$ cat src/rtl/piezo_seq.sv
// piezo_seq: alert tune sequencer and requester arbiter for the piezo PWM generator.
//
// Watches three level-sensitive alert requests, latches the highest-priority one while idle,
// and steps through that alert's note list, driving the PWM period/duty. Every tune is
// followed by a silent rest before another tune may start. An overspeed request preempts a
// lower-priority tune at the next note boundary.
//
// Optional build macro: PIEZO_FAST_SIM_EN scales note/rest lengths by 1/1024 (clamped to a
// minimum of 2 cycles) for fast full-chip simulation. Note frequencies are unchanged.
//
// Ports:
//   clk       in   system clock, rising edge
//   rst_n     in   synchronous active-low reset
//   too_fast  in   overspeed request (highest priority)
//   batt_low  in   battery-low request (middle priority)
//   en_steer  in   steering-enabled request (lowest priority)
//   max_cnt   out  PWM period minus 1, registered
//   duty      out  PWM high count, registered; 0 = silent
//   tone_on   out  high while a note is sounding
//   busy      out  high while a tune or its rest is in progress
module piezo_seq #(
  parameter int unsigned NOTE_LEN = 6_250_000,
  parameter int unsigned REST_LEN = 12_500_000
) (
  input  logic        clk,
  input  logic        rst_n,
  input  logic        too_fast,
  input  logic        batt_low,
  input  logic        en_steer,
  output logic [20:0] max_cnt,
  output logic [19:0] duty,
  output logic        tone_on,
  output logic        busy
);

`ifdef PIEZO_FAST_SIM_EN
  localparam int unsigned NoteScaled = NOTE_LEN >> 10;
  localparam int unsigned RestScaled = REST_LEN >> 10;
  localparam logic [23:0] NoteLenEff = 24'((NoteScaled < 2) ? 2 : NoteScaled);
  localparam logic [23:0] RestLenEff = 24'((RestScaled < 2) ? 2 : RestScaled);
`else
  localparam logic [23:0] NoteLenEff = 24'(NOTE_LEN);
  localparam logic [23:0] RestLenEff = 24'(REST_LEN);
`endif

  typedef enum logic [1:0] {StIdle, StNote, StRest} state_e;
  typedef enum logic [1:0] {TuneOvr, TuneBatt, TuneSteer} tune_e;
  typedef enum logic [1:0] {NoteC7, NoteE7, NoteG7} note_e;

  state_e      state_q, state_d;
  tune_e       tune_q, tune_d;
  logic [1:0]  idx_q, idx_d;
  logic [23:0] cnt_q, cnt_d;

  logic [20:0] max_cnt_q, max_cnt_d;
  logic [19:0] duty_q, duty_d;
  logic        tone_on_q, tone_on_d;
  logic        busy_q, busy_d;

  logic [1:0]  last_idx;
  note_e       cur_note;

  // Note list per tune.
  function automatic note_e note_of(tune_e t, logic [1:0] i);
    note_e n;
    n = NoteC7;
    case (t)
      TuneOvr: begin
        case (i)
          2'd0:    n = NoteC7;
          2'd1:    n = NoteE7;
          default: n = NoteG7;
        endcase
      end
      TuneBatt: begin
        case (i)
          2'd0:    n = NoteG7;
          2'd1:    n = NoteE7;
          default: n = NoteC7;
        endcase
      end
      default: n = (i == 2'd0) ? NoteC7 : NoteG7;
    endcase
    return n;
  endfunction

  assign last_idx = (tune_q == TuneSteer) ? 2'd1 : 2'd2;
  assign cur_note = note_of(tune_q, idx_q);

  // Next-state logic.
  always_comb begin
    state_d = state_q;
    tune_d  = tune_q;
    idx_d   = idx_q;
    cnt_d   = cnt_q;
    unique case (state_q)
      StIdle: begin
        if (too_fast || batt_low || en_steer) begin
          if (too_fast)      tune_d = TuneOvr;
          else if (batt_low) tune_d = TuneBatt;
          else               tune_d = TuneSteer;
          idx_d   = 2'd0;
          cnt_d   = NoteLenEff - 24'd1;
          state_d = StNote;
        end
      end
      StNote: begin
        if (cnt_q == 24'd0) begin
          // Preemption is only considered at a note boundary.
          if (tune_q != TuneOvr && too_fast) begin
            tune_d = TuneOvr;
            idx_d  = 2'd0;
            cnt_d  = NoteLenEff - 24'd1;
          end else if (idx_q != last_idx) begin
            idx_d = idx_q + 2'd1;
            cnt_d = NoteLenEff - 24'd1;
          end else begin
            cnt_d   = RestLenEff - 24'd1;
            state_d = StRest;
          end
        end else begin
          cnt_d = cnt_q - 24'd1;
        end
      end
      StRest: begin
        if (cnt_q == 24'd0) state_d = StIdle;
        else                cnt_d   = cnt_q - 24'd1;
      end
      default: state_d = StIdle;
    endcase
  end

  // Output registers follow the current state, so outputs lag the state by one edge.
  always_comb begin
    max_cnt_d = '0;
    duty_d    = '0;
    tone_on_d = 1'b0;
    busy_d    = 1'b0;
    if (state_q == StNote) begin
      tone_on_d = 1'b1;
      busy_d    = 1'b1;
      case (cur_note)
        NoteC7: begin
          max_cnt_d = 21'd23888;
          duty_d    = 20'd11944;
        end
        NoteE7: begin
          max_cnt_d = 21'd18960;
          duty_d    = 20'd9480;
        end
        default: begin
          max_cnt_d = 21'd15943;
          duty_d    = 20'd7972;
        end
      endcase
    end else if (state_q == StRest) begin
      busy_d = 1'b1;
    end
  end

  always_ff @(posedge clk) begin
    if (!rst_n) begin
      state_q   <= StIdle;
      tune_q    <= TuneOvr;
      idx_q     <= 2'd0;
      cnt_q     <= 24'd0;
      max_cnt_q <= '0;
      duty_q    <= '0;
      tone_on_q <= 1'b0;
      busy_q    <= 1'b0;
    end else begin
      state_q   <= state_d;
      tune_q    <= tune_d;
      idx_q     <= idx_d;
      cnt_q     <= cnt_d;
      max_cnt_q <= max_cnt_d;
      duty_q    <= duty_d;
      tone_on_q <= tone_on_d;
      busy_q    <= busy_d;
    end
  end

  assign max_cnt = max_cnt_q;
  assign duty    = duty_q;
  assign tone_on = tone_on_q;
  assign busy    = busy_q;

endmodule

$ cat config.mk
export PLATFORM = sky130hd
export DESIGN_NAME = piezo_seq
export DESIGN_NICKNAME = d
export VERILOG_FILES = /design/src/rtl/piezo_seq.sv
export SDC_FILE = /design/constraint.sdc
export NUM_CORES = 1
export LEC_CHECK = 0
export CORE_UTILIZATION = 46
export CTS_CLUSTER_SIZE = 30
export DETAILED_ROUTE_END_ITERATION = 6
export PLACE_DENSITY_LB_ADDON = 0.12
export SYNTH_ARGS = -nofsm -noshare
export SYNTH_HDL_FRONTEND = slang
export SYNTH_SLANG_ARGS = --single-unit
$ cat constraint.sdc
create_clock -name clk -period 2.45 [get_ports clk]
set_input_delay 0.6125 -clock clk [delete_from_list [all_inputs] [get_ports clk]]
set_output_delay 0.6125 -clock clk [all_outputs]
set_load 0.02 [all_outputs]
==> results.yml <==
status:
  outcome: "finished, final reports clean"
worst_setup_path:
  cp-startpoint: "cnt_q[8]$_SDFFE_PN0P_"
  r2r_start: "cnt_q[8]$_SDFFE_PN0P_"
  r2r_slack_ns: 0.13
  worstSetupPathType: "flop to flop"
  r2r_cells: 7
  critPathLaunchType: "flop"
  cp.required_ns: 2.68
  endpoint: "cnt_q[19]$_SDFFE_PN0P_"
  cp-end-kind: "flop"
  worstPathArrival_ns: 2.56
  worst-path-max-fanout: 6
  reg2reg_to: "cnt_q[19]$_SDFFE_PN0P_"
yosys:
  ys_types: 55
  ys_async_sr_fraction: 0
  synth_cells: 319
  synth_area_mm2: 0.00249
  avgSynthCellArea_um2: 7.81
  seq_area_frac_synth: 0.305
  ys_ff_latch: 38
  yosys_warnings: 0
  synth-edff-count: 0
  dominantRegCellSynth: "dfxtp_1"
final_layout:
  syn_to_final_growth_pct: 29.5
  stdcell_count: 452
  mostFrequentLayoutCells: "buf_4 (57), dfxtp_1 (37), nand2_1 (28), clkdlybuf4s50_1 (28), nor2_1 (27)"
  fill_cells: 456
  diodes: 0
  postLayoutCellArea_mm2: 0.00323
  mostFrequentLayoutCell: "buf_4"
  drive_gt1_frac: 0.225
  layout.nets: 395
clock_tree:
  htree_levels: 2
  hold_buffers: 0
  cts.path.max_buffers: 2
  clock_sinks: 38
  clkLatencyLatePin_ns: 0.30
  cts_inserted_buffers: 5
  clk_pin_slew_ns: 0.08
  cts-root-buf: "clkbuf_8"
  cts_tree: "done"
place:
  gp_congestion: 0.913
  numPlacedInstances: 442
  dp_slack_ns: -0.251
  hpwl_um: 4660
  port_buffers: 28
  placed_cell_area_mm2: 0.00303
die:
  die_y_um: 75.6
  num_rows: 26
  die_w_um: 75.6
  io_pins: 48
  coreArea_mm2: 0.00517
  start_util: 0.482
  die_area_mm2: 0.00571
flow_run:
  cap_violations: 0
detailed_routing:
  wl_per_cell_um: 14.0
  detail_route.vias_per_cell: 5.41
  dr_total_vias: 2445
  drtIter0Drc: 104
  first_pass_iters: 4
  wl_um: 6320
  drcViolationCount: 0
  ant_nets: 0
pwr:
  power.total_mw: 2.55
  powerDensity_mw_per_mm2: 790
  p_sw_frac: 0.396
  leakage_nw: 1.36
  intPower_mw: 1.54
  vdd_drop_max_v: 0.000420
  p_clk_frac: 0.180
  sequentialPowerShare: 0.317
  pwr-share-comb: 0.502
  switchingPower_mw: 1.01
timing:
  fin_crit_sh: 0.948
  hold_viol: 0
  relSlewSlack: 0.663
  clock.fmax_ghz: 0.431
  setup_viol: 0
  whs_ns: 0.513
  fin_ws_ns: 0.128
  min_period_ns: 2.32
  skew_ns: 0.00557
  slew_viol_final: 0
  tightestPinTransition_ns: 0.501
grt:
  first_global_vias: 2206
  grt_pass1_wl_um: 10000
  grt_use_total: 0.233
  overflow: 0
  grt_max_degree: 30
  grt_antenna_before_repair: 0
worst_hold_path:
  hold_path.class: "flop to flop"
==> cell type report <==
type	count	area [um2]	share of cell area
Clock buffer	6	82.6	0.0256
Inverter	14	52.6	0.0163
Clock inverter	2	12.5	0.00388
Multi-Input combinational cell	235	1490	0.462
Timing Repair Buffer	87	739	0.229
Sequential cell	38	762	0.236
Tap cell	70	87.6	0.0271
==> layer usage <==
metal / global-route usage / vias up / part of all wire
li1: - / 1211 / -
met1: 0.275 / 1157 / 0.45
met2: 0.427 / 68 / 0.50
met3: 0.0410 / 9 / 0.040
met4: 0.0720 / 0 / 0.014
met5: 0 / - / 0
==> logic make-up after synthesis <==
family,Yosys count,share of synthesized area
buffers and inverters,64,0.153
AOI/OAI and AO/OA,81,0.211
other,1,0.00151
and+or+nand+nor,115,0.243
DFF,38,0.305
xor gates and xnor gates,7,0.0246
adders and majority gates,9,0.0452
muxes,4,0.0161
==> Yosys cell counts (3+ instances only) <==
library cell,instances,area share
o41ai_1,3,0.011
nand2_1,28,0.042
nor2b_1,3,0.0075
buf_2,7,0.014
ha_1,9,0.045
a21oi_1,22,0.044
dfxtp_1,38,0.31
nor4b_1,3,0.011
a31oi_1,3,0.0075
nand3_1,8,0.016
xor2_1,4,0.014
and2_1,7,0.018
o22ai_1,4,0.010
mux2i_1,4,0.016
o21ai_0,10,0.020
buf_4,35,0.11
a21boi_1,3,0.0090
nor4_1,6,0.015
clkbuf_1,8,0.012
xnor2_1,3,0.011
nor3_1,11,0.022
o21ai_1,12,0.024
nand3b_1,3,0.0090
inv_1,14,0.021
a32o_1,5,0.020
nor2_1,28,0.042
==> registers in the layout, indices dropped and copies added, names as in the netlist <==
signal   cells
idx_q        2
busy         1
duty         6
cnt_q       24
tone_on      1
state_q      2
tune_q       2
==> worst max-delay path: stages (launching register included) <==
cell and delay [ns]:
dfxtp_1 0.32, or4_4 0.53, buf_4 0.17, and3b_1 0.38, nand2_1 0.15, or2_0 0.24, a311o_1 0.35, a21oi_1 0.12
==> how the worst min path moves through the flow <==
stage / startpoint / end / slack (ns) / depth (start not counted)
after global placement: state_q[0]$_SDFFE_PN0P_ / state_q[0]$_SDFFE_PN0P_ / 0.49 / 2
after CTS: cnt_q[20]$_SDFFE_PN0P_ / cnt_q[20]$_SDFFE_PN0P_ / 0.51 / 2
final: cnt_q[20]$_SDFFE_PN0P_ / cnt_q[20]$_SDFFE_PN0P_ / 0.51 / 2
after global routing: cnt_q[20]$_SDFFE_PN0P_ / cnt_q[20]$_SDFFE_PN0P_ / 0.55 / 2
after floorplan: cnt_q[17]$_SDFFE_PN0P_ / cnt_q[17]$_SDFFE_PN0P_ / 0.45 / 1
after detailed placement: cnt_q[20]$_SDFFE_PN0P_ / cnt_q[20]$_SDFFE_PN0P_ / 0.50 / 2
==> power groups by stage <==
stage          Clock, mW  Combinational (mW)  Sequential [mW]
2_1_floorplan          0               0.767            0.849
3_3_place_gp           0                1.21            0.817
3_5_place_dp           0                1.22            0.821
4_1_cts            0.474                1.23            0.807
5_1_grt            0.494                1.40            0.825
6_report           0.460                1.28            0.809
==> stage by stage <==
step / utilization / setup TNS, ns
floorplan: - / 0
global placement: 0.587 / -2.31
detailed placement: 0.587 / -3.29
CTS: 0.607 / 0
global route: 0.624 / -0.0116
finish: 0.624 / 0
==> what timing repair did <==
action,in CTS,in global routing
hold endpoints to repair,0,0
pin swaps,0,6
resized for setup,1,16
setup buffers,0,3
endpoints found under the setup margin,18,22
Power figures use the tool's default switching activity.
